<file path="config.mk">
export PLATFORM = sky130hd
export DESIGN_NAME = collision_detector_flat
export DESIGN_NICKNAME = d
export VERILOG_FILES = /design/src/rtl/collision_detector_pkg.sv /design/src/rtl/collision_detector_if.sv /design/src/rtl/collision_detector_pairs.sv /design/src/rtl/collision_detector.sv /design/src/flat_wrapper.sv
export SDC_FILE = /design/constraint.sdc
export NUM_CORES = 1
export LEC_CHECK = 0
export ABC_AREA = 1
export CAP_MARGIN = 20
export CORE_ASPECT_RATIO = 0.75
export CORE_MARGIN = 10
export CORE_UTILIZATION = 25
export DETAILED_ROUTE_END_ITERATION = 10
export SLEW_MARGIN = 0
export SYNTH_ARGS = -nofsm -noshare
export SYNTH_HDL_FRONTEND = slang
export SYNTH_SLANG_ARGS = --single-unit
</file>
<file path="constraint.sdc">
create_clock -name clk -period 1.7 [get_ports clk]
set_input_delay 0.17 -clock clk [delete_from_list [all_inputs] [get_ports clk]]
set_output_delay 0.17 -clock clk [all_outputs]
set_load 0.005 [all_outputs]
</file>
<file path="src/rtl/collision_detector_pkg.sv">
// Shared constants for the collision detector: object indices,
// pair bit positions in the flag vector and read-port register addresses.
package collision_detector_pkg;

    localparam int NUM_OBJ  = 6;
    localparam int NUM_PAIR = 15;

    // Object index within the per-pixel object vector
    localparam int OBJ_P0 = 0;
    localparam int OBJ_P1 = 1;
    localparam int OBJ_M0 = 2;
    localparam int OBJ_M1 = 3;
    localparam int OBJ_BL = 4;
    localparam int OBJ_PF = 5;

    // Pair bit positions, lexicographic over object indices
    localparam int CX_P0P1 = 0;
    localparam int CX_P0M0 = 1;
    localparam int CX_P0M1 = 2;
    localparam int CX_P0BL = 3;
    localparam int CX_P0PF = 4;
    localparam int CX_P1M0 = 5;
    localparam int CX_P1M1 = 6;
    localparam int CX_P1BL = 7;
    localparam int CX_P1PF = 8;
    localparam int CX_M0M1 = 9;
    localparam int CX_M0BL = 10;
    localparam int CX_M0PF = 11;
    localparam int CX_M1BL = 12;
    localparam int CX_M1PF = 13;
    localparam int CX_BLPF = 14;

    // Read-port register map
    localparam logic [2:0] CXR_LO    = 3'd0;
    localparam logic [2:0] CXR_HI    = 3'd1;
    localparam logic [2:0] CXR_FH_LO = 3'd2;
    localparam logic [2:0] CXR_FH_HI = 3'd3;
    localparam logic [2:0] CXR_FV_LO = 3'd4;
    localparam logic [2:0] CXR_FV_HI = 3'd5;
    localparam logic [2:0] CXR_COUNT = 3'd6;

endpackage

</file>
<file path="src/rtl/collision_detector_if.sv">
// Read port of the collision detector.
// rd_addr: register select (from decoder); rd_data: registered read data.
interface collision_detector_if;

    logic [2:0] rd_addr;
    logic [7:0] rd_data;

    modport master (
        output rd_addr,
        input  rd_data
    );

    modport slave (
        input  rd_addr,
        output rd_data
    );

endinterface

</file>
<file path="src/rtl/collision_detector_pairs.sv">
// Combinational 6-object to 15-pair overlap matrix.
// i_obj: object values indexed by OBJ_*; o_hit: pair ANDs indexed by CX_*.
module collision_pairs
    import collision_detector_pkg::*;
(
    input  logic [NUM_OBJ-1:0]  i_obj,
    output logic [NUM_PAIR-1:0] o_hit
);

    assign o_hit[CX_P0P1] = i_obj[OBJ_P0] & i_obj[OBJ_P1];
    assign o_hit[CX_P0M0] = i_obj[OBJ_P0] & i_obj[OBJ_M0];
    assign o_hit[CX_P0M1] = i_obj[OBJ_P0] & i_obj[OBJ_M1];
    assign o_hit[CX_P0BL] = i_obj[OBJ_P0] & i_obj[OBJ_BL];
    assign o_hit[CX_P0PF] = i_obj[OBJ_P0] & i_obj[OBJ_PF];
    assign o_hit[CX_P1M0] = i_obj[OBJ_P1] & i_obj[OBJ_M0];
    assign o_hit[CX_P1M1] = i_obj[OBJ_P1] & i_obj[OBJ_M1];
    assign o_hit[CX_P1BL] = i_obj[OBJ_P1] & i_obj[OBJ_BL];
    assign o_hit[CX_P1PF] = i_obj[OBJ_P1] & i_obj[OBJ_PF];
    assign o_hit[CX_M0M1] = i_obj[OBJ_M0] & i_obj[OBJ_M1];
    assign o_hit[CX_M0BL] = i_obj[OBJ_M0] & i_obj[OBJ_BL];
    assign o_hit[CX_M0PF] = i_obj[OBJ_M0] & i_obj[OBJ_PF];
    assign o_hit[CX_M1BL] = i_obj[OBJ_M1] & i_obj[OBJ_BL];
    assign o_hit[CX_M1PF] = i_obj[OBJ_M1] & i_obj[OBJ_PF];
    assign o_hit[CX_BLPF] = i_obj[OBJ_BL] & i_obj[OBJ_PF];

endmodule

</file>
<file path="src/rtl/collision_detector.sv">
// Sticky pairwise collision flags, first-hit position capture and a
// per-frame overlap-pixel counter, exposed through a registered read port.
// Ports: clk, reset (async, active-low), six object values, in_image,
// hpos/vpos, frame_start, clear, rd (read interface), collision_any.
module collision_detector
    import collision_detector_pkg::*;
#(
    parameter int CNT_W = 8,
    parameter int POS_W = 10
) (
    input  logic             clk,
    input  logic             reset,
    input  logic             player_0_value,
    input  logic             player_1_value,
    input  logic             missile_0_value,
    input  logic             missile_1_value,
    input  logic             ball_value,
    input  logic             playfield_value,
    input  logic             in_image,
    input  logic [POS_W-1:0] hpos,
    input  logic [POS_W-1:0] vpos,
    input  logic             frame_start,
    input  logic             clear,
    collision_detector_if.slave rd,
    output logic             collision_any
);

    logic [NUM_OBJ-1:0]  w_obj;
    logic [NUM_OBJ-1:0]  r_s1_obj;
    logic [POS_W-1:0]    r_s1_h;
    logic [POS_W-1:0]    r_s1_v;

    logic [NUM_PAIR-1:0] w_hit;
    logic                w_any_hit;

    logic [NUM_PAIR-1:0] r_flags;
    logic [NUM_PAIR-1:0] w_flags_nxt;

    logic                r_first_valid;
    logic [POS_W-1:0]    r_first_h;
    logic [POS_W-1:0]    r_first_v;
    logic                w_first_valid_nxt;
    logic [POS_W-1:0]    w_first_h_nxt;
    logic [POS_W-1:0]    w_first_v_nxt;

    logic [CNT_W-1:0]    r_count;
    logic [CNT_W-1:0]    r_last_count;
    logic [CNT_W-1:0]    w_count_nxt;
    logic [CNT_W-1:0]    w_last_count_nxt;
    logic [CNT_W-1:0]    w_count_inc;

    logic [7:0]          w_rd_nxt;

    // Off-screen pixels are masked here so they can never set a flag.
    always_comb begin
        w_obj         = '0;
        w_obj[OBJ_P0] = player_0_value;
        w_obj[OBJ_P1] = player_1_value;
        w_obj[OBJ_M0] = missile_0_value;
        w_obj[OBJ_M1] = missile_1_value;
        w_obj[OBJ_BL] = ball_value;
        w_obj[OBJ_PF] = playfield_value;
        w_obj         = w_obj & {NUM_OBJ{in_image}};
    end

    always_ff @(posedge clk or negedge reset) begin
        if (!reset) begin
            r_s1_obj <= '0;
            r_s1_h   <= '0;
            r_s1_v   <= '0;
        end else begin
            r_s1_obj <= w_obj;
            r_s1_h   <= hpos;
            r_s1_v   <= vpos;
        end
    end

    collision_pairs u_pairs (
        .i_obj (r_s1_obj),
        .o_hit (w_hit)
    );

    assign w_any_hit = |w_hit;

    // A hit in the clear cycle survives the clear.
    assign w_flags_nxt = clear ? w_hit : (r_flags | w_hit);

    always_comb begin
        w_first_valid_nxt = r_first_valid;
        w_first_h_nxt     = r_first_h;
        w_first_v_nxt     = r_first_v;
        if (clear) begin
            w_first_valid_nxt = w_any_hit;
            w_first_h_nxt     = w_any_hit ? r_s1_h : '0;
            w_first_v_nxt     = w_any_hit ? r_s1_v : '0;
        end else if (!r_first_valid && w_any_hit) begin
            w_first_valid_nxt = 1'b1;
            w_first_h_nxt     = r_s1_h;
            w_first_v_nxt     = r_s1_v;
        end
    end

    assign w_count_inc = (r_count == '1) ? r_count : (r_count + 1'b1);

    // On frame_start the pre-increment value is reported and a
    // coincident hit becomes the first count of the new frame.
    always_comb begin
        w_count_nxt      = r_count;
        w_last_count_nxt = r_last_count;
        if (frame_start) begin
            w_last_count_nxt = r_count;
            w_count_nxt      = w_any_hit ? CNT_W'(1) : '0;
        end else if (w_any_hit) begin
            w_count_nxt = w_count_inc;
        end
    end

    always_ff @(posedge clk or negedge reset) begin
        if (!reset) begin
            r_flags       <= '0;
            collision_any <= 1'b0;
            r_first_valid <= 1'b0;
            r_first_h     <= '0;
            r_first_v     <= '0;
            r_count       <= '0;
            r_last_count  <= '0;
        end else begin
            r_flags       <= w_flags_nxt;
            collision_any <= |w_flags_nxt;
            r_first_valid <= w_first_valid_nxt;
            r_first_h     <= w_first_h_nxt;
            r_first_v     <= w_first_v_nxt;
            r_count       <= w_count_nxt;
            r_last_count  <= w_last_count_nxt;
        end
    end

    always_comb begin
        w_rd_nxt = 8'h00;
        unique case (rd.rd_addr)
            CXR_LO:    w_rd_nxt = r_flags[7:0];
            CXR_HI:    w_rd_nxt = {collision_any, r_flags[14:8]};
            CXR_FH_LO: w_rd_nxt = r_first_h[7:0];
            CXR_FH_HI: w_rd_nxt = {r_first_valid, 5'b0, r_first_h[9:8]};
            CXR_FV_LO: w_rd_nxt = r_first_v[7:0];
            CXR_FV_HI: w_rd_nxt = {6'b0, r_first_v[9:8]};
            CXR_COUNT: w_rd_nxt = 8'(r_last_count);
            default:   w_rd_nxt = 8'h00;
        endcase
    end

    always_ff @(posedge clk or negedge reset) begin
        if (!reset) begin
            rd.rd_data <= 8'h00;
        end else begin
            rd.rd_data <= w_rd_nxt;
        end
    end

endmodule

</file>
<file path="src/flat_wrapper.sv">
// flat-port wrapper written by rule: the top's interface ports become plain ports
module collision_detector_flat import collision_detector_pkg::*;
#(
    parameter int CNT_W = 8,
    parameter int POS_W = 10
)
  (clk, reset, player_0_value, player_1_value, missile_0_value, missile_1_value, ball_value, playfield_value, in_image, hpos, vpos, frame_start, clear, collision_any, rd_rd_addr, rd_rd_data);
  collision_detector_if rd_i ();
  input  logic clk;
  input  logic reset;
  input  logic player_0_value;
  input  logic player_1_value;
  input  logic missile_0_value;
  input  logic missile_1_value;
  input  logic ball_value;
  input  logic playfield_value;
  input  logic in_image;
  input  logic [POS_W-1:0] hpos;
  input  logic [POS_W-1:0] vpos;
  input  logic frame_start;
  input  logic clear;
  output logic collision_any;
  input wire logic [$bits(rd_i.rd_addr)-1:0] rd_rd_addr;
  output wire logic [$bits(rd_i.rd_data)-1:0] rd_rd_data;
  assign rd_i.rd_addr = rd_rd_addr;
  assign rd_rd_data = rd_i.rd_data;
  collision_detector #(.CNT_W(CNT_W), .POS_W(POS_W)) u_core (.clk(clk), .reset(reset), .player_0_value(player_0_value), .player_1_value(player_1_value), .missile_0_value(missile_0_value), .missile_1_value(missile_1_value), .ball_value(ball_value), .playfield_value(playfield_value), .in_image(in_image), .hpos(hpos), .vpos(vpos), .frame_start(frame_start), .clear(clear), .rd(rd_i), .collision_any(collision_any));
endmodule
</file>
# Yosys cells after proc, flatten, opt, wreduce, memory -nomap -nowiden
# Cells that the tools add are included.
# classes
n_eq_ne	8
reduce_logical	8
n_bitwise	17
n_mux	14
n_addsub	1
# op_table
operator	count
$mux 10	6
$pmux 8 s7	1
$reduce_or 15->1	2
$mux 8	3
$and 1x1->1	15
$mux 15	1
$or 15x15->15	1
$eq 3x3->1 const B	3
$add 8x1->8 const B	1
$eq 8x8->1 const B	1
$and 6x6->6	1
$eq 3x2->1 const B	2
$reduce_bool 2->1	2
$eq 3x1->1 const B	1
$logic_not 3->1	1
$mux 1	3
$ne 2x2->1 const B	1
$reduce_and 2->1	1
$logic_and 1x1->1	1
$logic_not 1->1	1
# word_totals
wordCells	59
ff_bits	87

# Depth between registers and ports, before layout
# depth
depth_word	5
mapped_depth	10
depth_no_buf	9

# Hierarchy
# A second synthesis with hierarchy kept.
# unflattened
cells_unflattened	429
hier_area_um2	3754.9
# by_module_without_submodules
mod	cells_each	n_inst	area_each_um2
collision_detector	399	1	3642.2
collision_pairs	30	1	112.6

# Least setup slack after synthesis
# No wires, ideal clock.
# synth_timing
kind	register to register
start	reg u_core.r_count[0]
end	reg u_core.r_count[0]
setup_slack_ns	0.425
t_required_ns	1.579
n_path_buf	0
arrival_time_ns	1.154
setup_ns	0.121
synth_period_minus_slack_ns	1.275
path_stages_with_launch	9
path_cell_list	dfrtp_1 -> ha_1 -> nand2_1 -> inv_1 -> nand2_1 -> nor2_2 -> nand3_2 -> o211ai_1 -> nand2_1
# synth_between
elab_chain_len	4
elab_cells_between_ends	7
classes_between	1 x add/sub; 2 x eq/ne; 3 x mux; 1 x reduce/logical
# synth_lines
item	line	rtl
start: declaration	collision_detector.sv:46	logic [CNT_W-1:0] r_count;
start signal: assignment	collision_detector.sv:133	r_count <= w_count_nxt;
$add 8x1->8	collision_detector.sv:103	assign w_count_inc = (r_count == '1) ? r_count : (r_count + 1'b1);
$mux 8	collision_detector.sv:103	
$mux 8	collision_detector.sv:113	end else if (w_any_hit) begin
$mux 8	collision_detector.sv:110	if (frame_start) begin
# Several ways; a longest one is shown, not always the timed one. The select of a mux whose other input is x is not followed.
# A chain may end at the register's enable or synchronous reset.

# Worst setup path after layout
# layout_timing
start	reg u_core.r_s1_obj[0]
end	reg u_core.r_first_h[1]
# layout_between
elab_chain_len	4
elab_cells_between_ends	10
classes_between	2 x mux; 5 x bitwise; 3 x reduce/logical
# layout_lines
item	line	rtl
start: declaration	collision_detector.sv:29	logic [NUM_OBJ-1:0] r_s1_obj;
start signal: assignment	collision_detector.sv:72	r_s1_obj <= w_obj;
$and 1x1->1 (on tied branches)	n/a	
$reduce_or 15->1 (*)	collision_detector.sv:83	assign w_any_hit = |w_hit;
$mux 10 or $logic_and 1x1->1 (tied branches)	collision_detector.sv:94, collision_detector.sv:96	
$mux 10 or $reduce_bool 2->1 (tied branches)	n/a	
end signal: assignment	collision_detector.sv:131	r_first_h <= w_first_h_nxt;
end: declaration	collision_detector.sv:40	logic [POS_W-1:0] r_first_h;
# Mark *: on every way between the ends. The rest lies on a longest branch, timed or not.

==> impl.org <==
** Worst hold path
- The worst hold path belongs to the class primary input to register.
- Hold Path Origin :: vpos[6]
- Cells on Worst Hold Path :: 1

** Logic synthesis
- Warnings, synthesis :: 0
- Number of storage elements in the synthesis netlist :: 87
- Synth cell types :: 24
- The synthesized netlist devotes 28.7% of its cell area to simple gates.
- Post-synth top area cell :: dfrtp_1
- In the synthesized netlist, the number of instances is roughly 410.
- Synthesized area per cell :: between 8 and 9 µm²
- The synthesized netlist occupies a cell area of around 3700 µm².
- Of the post-synthesis cell area, the dominant cell type holds 59.4%.
- The synthesized netlist devotes around 5.0% of its cell area to compound gates.
- Share of synthesized area spent on multiplexers :: 0%
- When the netlist entered floorplanning its net count stood at 444.
- The synthesized netlist devotes less than 1% of its cell area to adder and majority cells.
- Most area-consuming cells after synthesis :: dfrtp_1, nand2_1, nand3_1, inv_1, nand3_2
- Sequential area share after synthesis :: a little under 60%
- Dominant combinational cell family by area after synthesis :: simple AND/OR/NAND/NOR gates
- Share of the synthesized netlist area taken by xor and xnor gates :: 0.239%

** Clock network
- Later-pin clock latency in the skew report :: approximately 330 ps
- Number of buffers created by CTS :: 9
- Post-CTS repair changed the size of 0 cells.
- In this run the post-CTS setup repair buffer count came out at 0.
- TritonCTS built the clock tree.
- In this run the deepest clock path goes through 2 buffers.
- The tree is rooted in a clkbuf_16.
- Clock-pin slew was measured on the worst setup and hold paths at ~60 ps.
- Maximum level of the CTS H-tree :: 3
- CTS saw a little under 90 sinks.

** Layout
- Share of layout cells above drive strength 1 :: under 10%
- Util after Layout :: between 30% and 40%
- The finished cells cover 4630 µm².
- Summing all flip-flop and latch instances after layout gives around 2200 µm².
- Once layout is complete, the cells apart from fillers number between 600 and 700.
- P&R area growth vs syn :: 26.4%
- Fillers :: 1,496
- Number of nets in the layout :: slightly below 500
- Antenna cell count :: 0
- In the final layout, the multi-input gates occupy about 1300 µm².

** Place
- The number of placed instances, taps included, is 648.
- After detailed placement, the total cell area comes to around 4300 µm².
- Detailed placement finished with a half-perimeter wire length of 7.03 mm.
- Buffers placed on the I/O ports in this run total 42.
- Final weighted congestion in routability-driven placement :: about 0.85

** Power and ir drop
- The analysis attributes to cell leakage a power of around 0.0023 µW.
- Across the VDD grid, the largest voltage drop is 0.474 mV.
- Overall Power :: slightly below 5000 µW
- In this run the power density over the cells is between 1000 and 1500 nW/µm².

** Timing
- Highest Clock Rate :: 639 MHz
- Setup TNS :: 0 ps
- Slew at the pin with the worst max-slew slack :: about 430 ps
- The worst path needs around 1600 ps of the cycle, external delays included.
- RSZ-0062 raised after global routing :: false
- The count of final hold-check violations came to 0.
- Across the routed clock network, the largest skew measured is 4.53 ps.
- Setup violations remaining at the end of the flow were counted as 0.
- Worst max-slew margin expressed relative to the limit :: between 70% and 80%
- Final-report max-slew violation count :: 0
- Period Utilization, post-route :: around nine tenths

** Global route
- Remaining Overflow, GRT :: 0
- Wire length of the first global-routing pass :: ~15 mm
- Pin count of the biggest net entering global routing :: 42
- The number of global-route vias before repair came to 3,011.
- For this run, the total global-route usage over all layers was measured as 9.68%.
- The initial antenna violation count came to 0.

** Outcome
- Run status :: finished clean

** Detailed routing
- Wires add up to about 9.3 mm.
- Average wire per cell in the routed design :: roughly 14 µm
- The first detailed-routing pass took 4 iterations.
- After detailed routing, the number of remaining DRC violations is 0.
- The first routing iteration left 240 violations.
- Post-route ant nets :: 0
- Vias per std cell :: between 4 and 5
- For this block, the via count after detailed routing is about 2,900.

** Floorplan
- Floorplan core area :: 14,400 µm²
- Measured along the y axis, the die boundary spans ~120 µm.
- The floorplan has 38 rows.
- The die is 160 µm wide.
- The die covers between 15,000 and 20,000 µm².
- Num ports :: 43
- The initial utilization of the core area, before any placement, comes to around a quarter.

** Worst setup path
- Reg-to-reg critical path startpoint :: u_core.r_s1_obj[0]$_DFF_PN0_
- Register-to-Register Path Depth :: 7
- Data arrives at the worst endpoint at between 1500 and 2000 ps.
- Critical path launch point :: u_core.r_s1_obj[0]$_DFF_PN0_
- Setup Crit Path Kind :: register to register
- For the worst setup path, the data required time is around 2000 ps.
- The worst setup path is launched from a register.
- CP max FO :: 21
- The worst setup path is captured at a register.

** Run
- Maximum Capacitance Violations :: 0
[metrics by stage]
stage | setup WS, ps | hold WS, ps
after floorplan | 425 | -126
after global routing | 16.5 | 254
after global placement | 133 | 131
after detailed placement | 93.3 | 140
final | 136 | 271
after CTS | 149 | 254
[what timing repair did]
item,4_1_cts,5_1_grt
hold buffers,1,0
endpoints found under the hold margin,30,0
setup endpoints to repair,0,0
[cell usage after synthesis, drive strengths merged]
| master | n |
|---|---|
| ha | 1 |
| dfrtp | 87 |
| inv | 41 |
| a21oi | 7 |
| o22ai | 6 |
| buf | 9 |
| o21a | 1 |
| nand2 | 133 |
| nand4 | 4 |
| and2 | 1 |
| clkbuf | 3 |
| o211ai | 1 |
| nand3 | 70 |
| o21ai | 19 |
| xor2 | 1 |
| nor3 | 3 |
| nor2 | 22 |
[cells by family (layout without fill, tap and decap cells)]
family / Yosys count / count (layout)
flip-flops: 87 / 87
XOR/XNOR: 1 / 1
buffers and inverters: 53 / 107
AND/OR/NAND/NOR: 233 / 233
adder cells (fa/ha/maj): 1 / 1
AO/OA/AOI/OAI: 34 / 34
[registers in the layout (all words and copies together), names as in the netlist]
name and count:
u_core.collision_any 1, u_core.r_count 8, u_core.r_first_h 10, u_core.r_first_v 10, u_core.r_first_valid 1, u_core.r_flags 15
u_core.r_last_count 8, u_core.r_s1_h 10, u_core.r_s1_obj 6, u_core.r_s1_v 10, u_core.rd.rd_data 8
[report_power, final]
| part | leakage [µW] | total, µW | switching [µW] | internal (µW) |
|---|---|---|---|---|
| Sequential | 0.00111 | 2390 | 130 | 2260 |
| Clock | 0.000140 | 1900 | 748 | 1160 |
| Combinational | 0.00100 | 636 | 373 | 264 |
[cell type report]
type	instances	share of cell area, %
multi-input cells	269	27.1
clock inverters	4	1.03
well taps	200	5.40
repair buffers	52	11.0
clock buffers	10	5.16
inverters	41	3.32
flip-flops and latches	87	47.0
[per-layer routing]
layer | up-vias | routed length (µm) | GRT usage (%)
met5 | - | 0 | 0
met1 | 1357 | 4740 | 14.0
met4 | 0 | 47 | 2.42
met2 | 79 | 3870 | 13.2
met3 | 5 | 634 | 3.57
li1 | 1414 | - | -
[placed cells by master (no fill, tap or decap), types with 2 or more instances in the layout]
cell type,netlist,final
clkinv_2,0,2
clkdlybuf4s50_1,0,41
nand4_1,4,4
a21oi_1,7,7
nand2_4,2,2
nor2_1,19,19
nand2_1,130,130
clkbuf_16,0,9
o22ai_1,6,6
nor2_2,3,3
buf_4,1,9
nand3_2,10,10
nor3_1,3,3
inv_1,35,35
o21ai_0,19,19
dfrtp_1,87,87
inv_2,6,6
nand3_1,60,60
[worst paths after layout]
kind,slack (ps),endpoint
max in group asynchronous,790,u_core.r_first_v[3]$_DFFE_PN0P_
min reg2reg,480,u_core.r_first_h[7]$_DFFE_PN0P_
max reg2reg,140,u_core.r_first_h[1]$_DFFE_PN0P_
max,140,u_core.r_first_h[1]$_DFFE_PN0P_
min,270,u_core.r_s1_v[6]$_DFF_PN0_
min in group asynchronous,340,u_core.r_count[7]$_DFFE_PN0P_
[worst max-delay path, stage by stage, from the launching register on]
cell,delay (ps)
dfrtp_1,440
nand2_1,160
nand3_1,100
nor2_2,230
nand2_4,120
nand2_4,250
nand3_1,130
nand2_1,70
No activity file was read; power rests on OpenSTA's default activity.
